$ cat src/rtl/avalon_pkg.sv
// Shared Avalon-MM types: the agent response code and the copy-host FSM state encoding.
package avalon_pkg;

    typedef enum logic [1:0] {
        OKAY     = 2'b00,
        RESERVED = 2'b01,
        SLVERR   = 2'b10,
        DECERR   = 2'b11
    } avalon_resp_t;

    typedef enum logic [2:0] {
        CS_IDLE   = 3'd0,
        CS_RD_REQ = 3'd1,
        CS_RD_RSP = 3'd2,
        CS_WR_REQ = 3'd3,
        CS_WR_RSP = 3'd4,
        CS_DONE   = 3'd5
    } copy_state_t;

endpackage

$ cat src/rtl/avalon_if.sv
// Avalon-MM bus between one host and the single-port byte RAM agent.
// Handshake: there is no waitrequest. A read or write strobe is accepted in
// the same cycle it is high. readdata (for reads) and response (for any
// access) are valid exactly one cycle after the strobe. Outside that cycle
// response carries no meaning for the host.
interface avalon_if #(
    parameter int ADDR_W = 10,
    parameter int DATA_W = 8
) ();
    logic [ADDR_W-1:0] address;
    logic              read;
    logic              write;
    logic [DATA_W-1:0] writedata;
    logic [DATA_W-1:0] readdata;
    logic [1:0]        response;

    modport host (
        output address, read, write, writedata,
        input  readdata, response
    );

    modport agent (
        input  address, read, write, writedata,
        output readdata, response
    );
endinterface

$ cat src/rtl/avalon_copy_host.sv
// Avalon-MM host that copies len bytes from src_addr to dst_addr inside one
// byte RAM agent: one read and one write per byte, strictly ascending, with
// the agent response checked after every access. Any non-OKAY response aborts
// the copy and records the failing address.
module avalon_copy_host
    import avalon_pkg::*;
#(
    parameter int ADDR_W = 10,
    parameter int DATA_W = 8,
    parameter int LEN_W  = ADDR_W + 1
) (
    input  logic              clk,
    input  logic              rst,
    input  logic              start,
    input  logic [ADDR_W-1:0] src_addr,
    input  logic [ADDR_W-1:0] dst_addr,
    input  logic [LEN_W-1:0]  len,
    output logic              busy,
    output logic              done,
    output logic              error,
    output logic [ADDR_W-1:0] err_addr,
    output logic [2:0]        dbg_state,
    avalon_if.host            av
);

    localparam logic [2:0] ST_IDLE   = CS_IDLE;
    localparam logic [2:0] ST_RD_REQ = CS_RD_REQ;
    localparam logic [2:0] ST_RD_RSP = CS_RD_RSP;
    localparam logic [2:0] ST_WR_REQ = CS_WR_REQ;
    localparam logic [2:0] ST_WR_RSP = CS_WR_RSP;
    localparam logic [2:0] ST_DONE   = CS_DONE;

    localparam logic [ADDR_W-1:0] ADDR_ONE = ADDR_W'(1);
    localparam logic [LEN_W-1:0]  LEN_ONE  = LEN_W'(1);

    logic [2:0]        state;
    logic [ADDR_W-1:0] src_ptr;
    logic [ADDR_W-1:0] dst_ptr;
    logic [LEN_W-1:0]  remaining;
    logic [DATA_W-1:0] data_q;
    logic              error_q;
    logic [ADDR_W-1:0] err_addr_q;
    logic              resp_bad;

    // Only OKAY counts as success; RESERVED, SLVERR and DECERR all abort.
    assign resp_bad = (avalon_resp_t'(av.response) != OKAY);

    // Control FSM plus pointer/counter datapath; pointers wrap modulo 2**ADDR_W.
    always_ff @(posedge clk) begin
        if (!rst) begin
            state      <= ST_IDLE;
            src_ptr    <= '0;
            dst_ptr    <= '0;
            remaining  <= '0;
            data_q     <= '0;
            error_q    <= 1'b0;
            err_addr_q <= '0;
        end else begin
            case (state)
                ST_IDLE: begin
                    if (start) begin
                        src_ptr   <= src_addr;
                        dst_ptr   <= dst_addr;
                        remaining <= len;
                        error_q   <= 1'b0;
                        state     <= (len == '0) ? ST_DONE : ST_RD_REQ;
                    end
                end
                ST_RD_REQ: state <= ST_RD_RSP;
                ST_RD_RSP: begin
                    data_q <= av.readdata;
                    if (resp_bad) begin
                        error_q    <= 1'b1;
                        err_addr_q <= src_ptr;
                        state      <= ST_DONE;
                    end else begin
                        state <= ST_WR_REQ;
                    end
                end
                ST_WR_REQ: state <= ST_WR_RSP;
                ST_WR_RSP: begin
                    if (resp_bad) begin
                        error_q    <= 1'b1;
                        err_addr_q <= dst_ptr;
                        state      <= ST_DONE;
                    end else begin
                        src_ptr   <= src_ptr + ADDR_ONE;
                        dst_ptr   <= dst_ptr + ADDR_ONE;
                        remaining <= remaining - LEN_ONE;
                        // remaining still holds the pre-decrement count here
                        state     <= (remaining == LEN_ONE) ? ST_DONE : ST_RD_REQ;
                    end
                end
                ST_DONE: state <= ST_IDLE;
                default: state <= ST_IDLE;
            endcase
        end
    end

    // Bus strobes and address/data are pure decodes of the state register,
    // so read and write can never be high together and reset zeroes them.
    always_comb begin
        av.read      = (state == ST_RD_REQ);
        av.write     = (state == ST_WR_REQ);
        av.address   = '0;
        av.writedata = '0;
        if (state == ST_RD_REQ) begin
            av.address = src_ptr;
        end else if (state == ST_WR_REQ) begin
            av.address   = dst_ptr;
            av.writedata = data_q;
        end
    end

    assign busy      = (state != ST_IDLE);
    assign done      = (state == ST_DONE);
    assign error     = error_q;
    assign err_addr  = err_addr_q;
    assign dbg_state = state;

endmodule

$ cat src/flat_wrapper.sv
// flat-port wrapper written by rule: the top's interface ports become plain ports
module avalon_copy_host_flat import avalon_pkg::*;
#(
    parameter int ADDR_W = 10,
    parameter int DATA_W = 8,
    parameter int LEN_W  = ADDR_W + 1
)
  (clk, rst, start, src_addr, dst_addr, len, busy, done, error, err_addr, dbg_state, av_address, av_read, av_write, av_writedata, av_readdata, av_response);
  avalon_if #(.ADDR_W(ADDR_W), .DATA_W(DATA_W)) av_i ();
  input  logic clk;
  input  logic rst;
  input  logic start;
  input  logic [ADDR_W-1:0] src_addr;
  input  logic [ADDR_W-1:0] dst_addr;
  input  logic [LEN_W-1:0] len;
  output logic busy;
  output logic done;
  output logic error;
  output logic [ADDR_W-1:0] err_addr;
  output logic [2:0] dbg_state;
  output wire logic [$bits(av_i.address)-1:0] av_address;
  output wire logic [$bits(av_i.read)-1:0] av_read;
  output wire logic [$bits(av_i.write)-1:0] av_write;
  output wire logic [$bits(av_i.writedata)-1:0] av_writedata;
  input wire logic [$bits(av_i.readdata)-1:0] av_readdata;
  input wire logic [$bits(av_i.response)-1:0] av_response;
  assign av_address = av_i.address;
  assign av_read = av_i.read;
  assign av_write = av_i.write;
  assign av_writedata = av_i.writedata;
  assign av_i.readdata = av_readdata;
  assign av_i.response = av_response;
  avalon_copy_host #(.ADDR_W(ADDR_W), .DATA_W(DATA_W), .LEN_W(LEN_W)) u_core (.clk(clk), .rst(rst), .start(start), .src_addr(src_addr), .dst_addr(dst_addr), .len(len), .busy(busy), .done(done), .error(error), .err_addr(err_addr), .dbg_state(dbg_state), .av(av_i));
endmodule
$ cat config.mk
export PLATFORM = sky130hd
export DESIGN_NAME = avalon_copy_host_flat
export DESIGN_NICKNAME = d
export VERILOG_FILES = /design/src/rtl/avalon_pkg.sv /design/src/rtl/avalon_if.sv /design/src/rtl/avalon_copy_host.sv /design/src/flat_wrapper.sv
export SDC_FILE = /design/constraint.sdc
export NUM_CORES = 1
export LEC_CHECK = 0
export CORE_MARGIN = 5
export CORE_UTILIZATION = 50
export CTS_BUF_LIST = sky130_fd_sc_hd__clkbuf_8
export CTS_CLUSTER_SIZE = 28
export DETAILED_ROUTE_END_ITERATION = 8
export GPL_ROUTABILITY_DRIVEN = 0
export PLACE_DENSITY = 0.79
export SYNTH_ARGS = -nofsm -noshare
export SYNTH_HDL_FRONTEND = slang
export SYNTH_SLANG_ARGS = --single-unit
$ cat constraint.sdc
create_clock -name clk -period 2.1 [get_ports clk]
set_clock_uncertainty 0.15 [all_clocks]
set_input_delay 0.315 -clock clk [delete_from_list [all_inputs] [get_ports clk]]
set_output_delay 0.315 -clock clk [all_outputs]
set_load 0.05 [all_outputs]
Word level (Yosys, flattened, before mapping)
Cells that the tools add are included.

$add $sub $neg: 3. Equality and inequality tests: 11. Multiplexer cells: 25. Reduce and logical (&&, ||, !) cells: 11.

Operators by type and width (number): 10-bit 2-to-1 mux (8); 10-bit case mux with 2 select lines (3); 11-bit 2-to-1 mux (2); 11-bit case mux with 2 select lines (1); 10-bit by 1-bit adder with 10-bit output (second input constant) (2); 8-bit 2-to-1 mux (2); 3-bit 2-to-1 mux (5); 3-bit case mux with 5 select lines (1); 11-bit by 1-bit == test with 1-bit output (second input constant) (1); 11-bit zero test (1); 11-bit by 1-bit subtractor with 11-bit output (second input constant) (1); 3-bit AND reduction (3); 2-bit nonzero test (4); 3-bit by 2-bit == test with 1-bit output (second input constant) (2); 3-bit == test (second input constant) (2); 2-bit by 1-bit != test with 1-bit output (second input constant) (3); 2-bit != test (second input constant) (2); 3-bit by 1-bit == test with 1-bit output (second input constant) (1); 3-bit zero test (1); 3-bit nonzero test (1); 1-bit 2-to-1 mux (2); 1-bit case mux with 2 select lines (1); 2-bit OR reduction (1).

Register bits after elaboration: 53. Input port bits: 44. Output and inout port bits: 36. Logic and storage cells: 57.

Longest topological paths before layout
Word-level depth: 4. Mapped depth: 7. Depth with buffers taken out: 6.

Worst setup path after synthesis
Ideal clock, no wire load.

Path kind: register -> output. Start point: register u_core.state[0] (netlist: u_core.dbg_state[0]). End point: output port av_address[1]. Data arrival time: 2484 ps. Path slack: -849 ps. Cell stages (with the launch flop): 5. Cell sequence: dfxtp_1 clkbuf_1 nor3b_1 clkbuf_1 a22o_1.

Elaborated cells on any way between the ends: 4. Those cells by class: 2 x eq/ne; 2 x mux.

RTL lines: from (decl) (RTL line avalon_copy_host.sv:36) `logic [2:0] state;`; from (signal assigned) (RTL line avalon_copy_host.sv:66) `state <= (len == '0) ? ST_DONE : ST_RD_REQ;`; from (signal assigned) (RTL line avalon_copy_host.sv:91) `state <= (remaining == LEN_ONE) ? ST_DONE : ST_RD_REQ;`; 3-bit by 1-bit == test with 1-bit output; via av_read (RTL line flat_wrapper.sv:22) `output wire logic [$bits(av_i.read)-1:0] av_read;`; 10-bit 2-to-1 mux (RTL line avalon_copy_host.sv:107) `if (state == ST_RD_REQ) begin`; to (decl) (RTL line flat_wrapper.sv:21) `output wire logic [$bits(av_i.address)-1:0] av_address;`.

The timed path passes the listed nets, and every way through them passes these cells.

Final worst setup path
Start point: register u_core.state[2] (netlist: u_core.dbg_state[2]). End point: output port av_address[2].

Word-level cells in the longest chain between the ends: 3. Elaborated cells on any way between the ends: 4. Those cells by class: 2 x eq/ne; 2 x mux.

Ends and longest elaborated chain: 3-bit by 2-bit == test with 1-bit output (RTL line avalon_copy_host.sv:109) `end else if (state == ST_WR_REQ) begin`; 10-bit 2-to-1 mux (RTL line avalon_copy_host.sv:109); 10-bit 2-to-1 mux * (RTL line avalon_copy_host.sv:107).

Every way passes the cells marked *; elsewhere a longest branch is shown, timed or not.

==> reports/results.ini <==
[floorplanning]
die_w_um=88.6
die_h_um=88.6
initial_core_util_pct=51.8
dieArea_um2=7840
coreArea_um2=5960
row_count=28
io_pins=80

[sta]
fmax_mhz=464
finalCriticalPeriod_ps=2160
finalSetupViolations=18
fin_ws_ps=-55.3
tightest_slew_ps=499
finalCritPeriodShare_pct=103
hold_viol=0
slew_headroom_pct=66.6
slew_viol_final=0
rsz0062_at_grt=true

[setup_path]
reg2reg_depth=8
cp-end-kind=primary output
crit_top_cell=buf_12
critPathKind=register to primary output
r2r_slack_ps=30
timing.rr.end=u_core.src_ptr[5]
crit_slowest_cell=dfxtp_2
startpoint_type=register
max_stage_delay_ps=370
critPathBufInv=4
cp_max_fo=20
cp.arrival_ps=1690
cp.required_ps=1630
cp_cell_sequence=buf_6 > buf_8 > and3b_2 > buf_12 > a22o_2 > buf_12
crit_family=buffers and inverters
r2r_start=u_core.dbg_state[2]

[power]
ir_drop_uv=407
p_total_mw=2.49
p_leak_nw=1.69
p_per_area_nw_per_um2=542

[detailed_routing]
ant_nets=0
remaining_drc_errors=0
post_drt_wl_per_cell_um=17.6
wirelength_mm=9.92
dr.pass1.iters=5
vias_per_cell=6.19
drtIter0Drc=233
num_vias=3479

[logic_synthesis]
synth_ff_type=dfxtp_1
syn_avg_cell_area_um2=7.79
async_flop_share_pct=0
yosysSeqAreaShare_pct=34.4
ys_warn_count=0
ys_ff_latch=53
synth-edff-count=0
syn_inst=396
synth_area_um2=3090
synth.distinct_cells=56
syn_nets=444

[cells_and_area]
final_core_util_pct=77.0
drive_gt1_share_pct=21.1
syn_to_final_growth_pct=48.7
seq_area_um2=1060
fill_cells=447
design_area_um2=4590
multi_input_area_um2=1940
num_antenna_cells=0
layout.nets=534

[clock_network]
clk_pin_slew_worst_paths_ps=110
worstSkewPairLatency_ps=320
clock_sinks=53
cts_hold_buf=0
numCtsBuffers=5
cts-root-buf=clkbuf_8
cts_tree=yes
cts_max_level=2
clock_path_buffers=2

[global_route]
antenna_found_initial=0
grt_first_pass_wirelength_mm=15.4
grtUsageTotal_pct=24.5
first_global_vias=3275
gr-total-overflow=0
grt_start_max_net_pins=38

[outcome]
run_status=complete, but fails checks
violations=negative setup slack

[place]
dpl-instance-area_um2=4320
dp_hpwl_mm=6.63
port_buffers=79

[worst_hold_path]
holdPathEnd=u_core.err_addr[1]
hold_start=u_core.err_addr[1]
min_path_cells=2
hold_class=register to register

[flow_run]
cap_violations=0

[cell usage after synthesis, drive strengths merged, types with 2 or more instances]
library cell	instances	share of area [%]
o21ai	36	5.8
a22o	10	2.8
o211ai	4	0.97
o221a	2	0.73
dfxtp	53	34
a211oi	2	0.49
a311oi	11	3.1
o21a	8	1.9
or4	5	1.3
o31a	4	1.1
or3b	3	0.85
o31ai	2	0.49
nor4b	2	0.57
a221oi	3	0.85
nand3	10	1.6
nand2b	3	0.61
nor3	10	1.6
nor2	29	3.5
a21oi	28	4.9
nor4	9	1.8
nor3b	6	1.6
and2	20	4.1
or3	7	1.4
inv	10	1.2
nand2	45	5.5
nand4	2	0.41
mux2i	9	2.9
buf	11	1.8
ha	4	1.6
o211a	3	0.97
a21boi	5	1.2
and3b	2	0.57
clkbuf	20	2.4
a31oi	3	0.61
[power by group]
| group | total, mW | switching [mW] | internal [mW] |
|---|---|---|---|
| registers | 1.15 | 0.0795 | 1.07 |
| logic | 0.709 | 0.371 | 0.338 |
| clock network | 0.623 | 0.379 | 0.243 |
| total | 2.49 | 0.830 | 1.66 |
[worst max-delay path by stage]
stage                              startpoint                  end  slack, ps  cells past startpoint
after detailed placement       av_response[1]    u_core.src_ptr[0]       -180                      6
after global placement         av_response[1]  u_core.remaining[3]       -130                      6
after floorplan           u_core.dbg_state[0]        av_address[1]        -80                      4
after CTS                 u_core.dbg_state[2]        av_address[0]        -60                      6
after global routing      u_core.dbg_state[2]        av_address[4]       -100                      6
final                     u_core.dbg_state[2]        av_address[2]        -60                      6
[cell families after synthesis]
logic type / Yosys count / synth area share [%]
xor+xnor: 1 / 0.284
compound gates: 131 / 28.8
flops: 53 / 34.4
mux: 9 / 2.92
buf+inv: 42 / 5.60
fa+ha+maj: 4 / 1.62
simple gates: 156 / 26.4
[flip-flops by register name, summed over array words and instances, names as in the netlist]
| name | count |
|---|---|
| u_core.dst_ptr | 10 |
| u_core.error | 1 |
| u_core.remaining | 11 |
| u_core.src_ptr | 10 |
| u_core.data_q | 8 |
| u_core.dbg_state | 3 |
| u_core.err_addr | 10 |
[metrics by stage]
| step | cells | setup TNS (ps) | worst slack (ps) | hold slack (ps) |
|---|---|---|---|---|
| final | 562 | -504 | -55.3 | 356 |
| after global routing | 562 | -1240 | -101 | 380 |
| after CTS | 555 | -732 | -55.5 | 361 |
| after detailed placement | 543 | -2630 | -182 | 338 |
| after global placement | 543 | -1380 | -131 | 314 |
| after floorplan | 396 | -647 | -80.8 | 301 |
[worst reg2reg max path, delay by kind of cell, from the launching register on]
kind            cells  cell delay [ps]
flops               1              370
compound gates      3              460
buf+inv             4              590
simple gates        1              430
[area by class of cell]
type                    instances  area share (%)
clock buffers                   5            1.50
clock inverters                 3           0.573
inverters                      11           0.900
multi-input cells             301            42.2
flip-flops and latches         53            23.2
well taps                      75            2.05
repair buffers                114            29.6
[timing repair]
action / 4_1_cts / 5_1_grt
gates cloned: 1 / 1
buffers inserted: 3 / 6
pin swaps: 0 / 7
hold endpoints to repair: 0 / 0
setup endpoints to repair: 19 / 24
gates resized for setup: 10 / 11
[metal layers]
layer	part of all wire (%)	global-route usage (%)	vias to the layer above	wire length, um
met3	8.7	5.59	28	860
met1	42	31.2	1638	4160
met4	2.1	6.04	0	206
met2	47	42.1	172	4680
li1	-	-	1641	-
met5	0	0	-	0
[cell usage in the layout (no fill, tap or decap), types with 3 or more instances in the layout]
master and count:
clkdlybuf4s50_1 54, dfxtp_1 50, nand2_1 45, o21ai_0 36
nor2_1 29, buf_4 28, a21oi_1 27, buf_12 26
a311oi_1 11, inv_1 10, nand3_1 10, nor4_1 9
mux2i_1 9, a22o_2 8, and2_4 8, and2_1 8
nor3_1 8, o21a_1 8, or3_1 6, a21boi_0 5
clkbuf_8 5, o211ai_1 4, o31a_1 4, or4_1 4
and2_0 4, ha_1 4, buf_6 4, o211a_1 3
nand2b_1 3, nor3b_1 3, a221oi_1 3, a31oi_1 3
dfxtp_2 3
No activity file was read; power rests on OpenSTA's default activity.
==> RTL edit, RTL diff (same flow settings) <==
Register the inputs `start`, `src_addr`, `dst_addr` and `len` before use. The logic sees them one clock later. The other inputs are not delayed to match.
--- a/src/rtl/avalon_copy_host.sv
+++ b/src/rtl/avalon_copy_host.sv
@@ -33,6 +33,18 @@
     localparam logic [ADDR_W-1:0] ADDR_ONE = ADDR_W'(1);
     localparam logic [LEN_W-1:0]  LEN_ONE  = LEN_W'(1);
 
+    logic start_q;
+    logic [ADDR_W-1:0] src_addr_q;
+    logic [ADDR_W-1:0] dst_addr_q;
+    logic [LEN_W-1:0] len_q;
+
+    always_ff @(posedge clk) begin
+        start_q    <= start;
+        src_addr_q <= src_addr;
+        dst_addr_q <= dst_addr;
+        len_q      <= len;
+    end
+
     logic [2:0]        state;
     logic [ADDR_W-1:0] src_ptr;
     logic [ADDR_W-1:0] dst_ptr;
@@ -58,12 +70,12 @@
         end else begin
             case (state)
                 ST_IDLE: begin
-                    if (start) begin
-                        src_ptr   <= src_addr;
-                        dst_ptr   <= dst_addr;
-                        remaining <= len;
+                    if (start_q) begin
+                        src_ptr   <= src_addr_q;
+                        dst_ptr   <= dst_addr_q;
+                        remaining <= len_q;
                         error_q   <= 1'b0;
-                        state     <= (len == '0) ? ST_DONE : ST_RD_REQ;
+                        state     <= (len_q == '0) ? ST_DONE : ST_RD_REQ;
                     end
                 end
                 ST_RD_REQ: state <= ST_RD_RSP;
Formal check against the unedited RTL: not equivalent (a bounded check fails within 4 cycles, from zero or initial values and one cycle with rst low).
==> RTL edit against the original RTL <==
- sequential cell count increased by 32
- design area rose by 12%
- power rose by 50%
- global-route usage shrank 2.9 points
- clock power grew 80%
- worst setup slack better by 140 ps
- routed wire length is 0.53% lower
- area after synthesis rose by 20%
- die area grew 18%
- combinational power is 8.0% higher
- sequential power increased by 60%
- largest power group unchanged
- non-clock buffer count down 14
==> RTL edit: results (changes against the original RTL) <==
stage,metric,value,unit,change
outcome,status,completed,,
yosys,Synth Register Bits,85,,+60%
setup_path,Slowest cell on crit path,or4b_4,,
finish,fill count,577,,+29%
yosys,Post-synth EDFFs,0,,unchanged
finish,ClkCell Share,3.83,%,+1.8 points
finish,non-clk buf share,22.7,%,-6.8 points
place,post-DP HPWL,7070,µm,+6.6%
yosys,"top cells by count, synth","dfxtp_1 (85), nand2_1 (50), nor2_1 (36), a21oi_1 (33), clkbuf_1 (28)",,
power,maximum VDD drop,459,µV,+13%
route,vias per std cell,5.80,,-6.3%
finish,Nets,559,,+4.7%
setup_path,"Max FO, Critical Path",5,,-75%
finish,post-route insts no fill,615,,+9.4%
clock_tree,PostCTS Resize Cnt,4,,-6
finish,count of multi-input gates,308,,+2.3%
place,Inst Count DP,599,,+10%
finish,clkbuf count,13,,+8
yosys,"top cells by area, synth","dfxtp_1 (46%), nand2_1 (5.1%), a21oi_1 (4.5%), nor2_1 (3.6%), o21ai_0 (3.6%)",,
finish,nonclk buf count,100,,-12%
grt,largest net degree at the start of global routing,39,,+2.6%
finish,invs w/o clock,7,,-4
yosys,post-synthesis sequential area ratio,45.9,%,+11 points
setup_path,CP arrival,2110,ps,+420 ps
yosys,asr flop ratio synth,0,%,unchanged
yosys,Gate Count Post-Synth,435,,+9.8%
place,IO Port Bufs,79,,unchanged
setup_path,largest stage delay on the critical path,470,ps,+100 ps
setup_path,top cell family by delay on the critical path,simple AND/OR/NAND/NOR gates,,
route,Pre-Repair DR Iteration Count,5,,unchanged
finish,sequential portion of the cell area,33.4,%,+10 points
grt,total track usage,21.6,%,-2.9 points
yosys,yosys warns,0,,unchanged
route,Avg WL per Cell,16.0,µm,-9.1%
yosys,Syn Nets,483,,+8.8%
grt,first-pass GRT wire length,15900,µm,+3.8%
route,Iter 0 DRT Violations,327,,+40%
timing,slew margin rel.,60.7,%,-5.9 points
grt,number of global-route vias before repair,3428,,+4.7%
yosys,top-area cell type share of the netlist area,45.9,%,+11 points
power,Lkg Pwr,1.93,nW,+14%
hold_path,Worst Hold Class,in2reg,,
clock_tree,postcts setup bufs,0,,-3
clock_tree,"Clk Latency, worst-skew pair",350,ps,+30 ps
clock_tree,Root Driver,clkbuf_8,,
clock_tree,clk slew on worst S/H paths,80,ps,-30 ps
finish,ratio of cells with drive above 1 in the final layout,18.0,%,-3.1 points
clock_tree,CTS Hold Buffers Added,0,,unchanged
finish,multi-input combinational area share,37.1,%,-5.1 points
clock_tree,CTS Buf Count,9,,+4
grt,initial antenna violation count,0,,unchanged
clock_tree,H-tree depth,3,,+1
yosys,synth unique cells,49,,-13%
==> RTL edit: kinds of logic after synthesis <==
logic type	synth area share (%)
mux	2.70
flops	45.9
fa+ha+maj	1.35
simple gates	23.5
compound gates	22.1
buf+inv	4.45
==> RTL edit: metrics by stage <==
stage	TNS, ps	setup WS, ps	hold WS, ps	instance area [µm²]	utilization, %
after floorplan	0	13.1	193	3760	-
after global placement	-297	-40.5	306	4890	67.4
after detailed placement	-682	-105	318	4890	67.4
after CTS	0	0.814	243	5100	70.3
after global routing	0	8.29	241	5120	70.6
final	0	81.9	249	5120	70.6
==> RTL edit: final timing paths <==
check | startpoint | end | slack (ps) | depth (start not counted)
setup / recovery | u_core.remaining[0]$_SDFFE_PN0P_ | u_core.remaining[10]$_SDFFE_PN0P_ | 80 | 6
hold / removal | len[0] | u_core.len_q[0]$_DFF_P_ | 250 | 1
setup reg to reg | u_core.remaining[0]$_SDFFE_PN0P_ | u_core.remaining[10]$_SDFFE_PN0P_ | 80 | 6
hold reg to reg | u_core.dst_addr_q[1]$_DFF_P_ | u_core.dst_ptr[1]$_SDFFE_PN0P_ | 330 | 2
==> RTL edit: routing by layer <==
| metal | share of wire [%] | routed length [µm] | up-vias | GRT usage [%] |
|---|---|---|---|---|
| met4 | 1.6 | 160 | 0 | 7.35 |
| met1 | 41 | 4040 | 1652 | 26.9 |
| met5 | 0 | 0 | - | 0 |
| met2 | 49 | 4830 | 172 | 37.4 |
| met3 | 8.4 | 828 | 18 | 3.75 |
| li1 | - | - | 1725 | - |
==> RTL edit: report_power, final <==
group          switching [mW]  internal, mW
Clock                   0.562         0.558
Combinational           0.412         0.354
Sequential              0.112          1.72
Total                    1.09          2.64
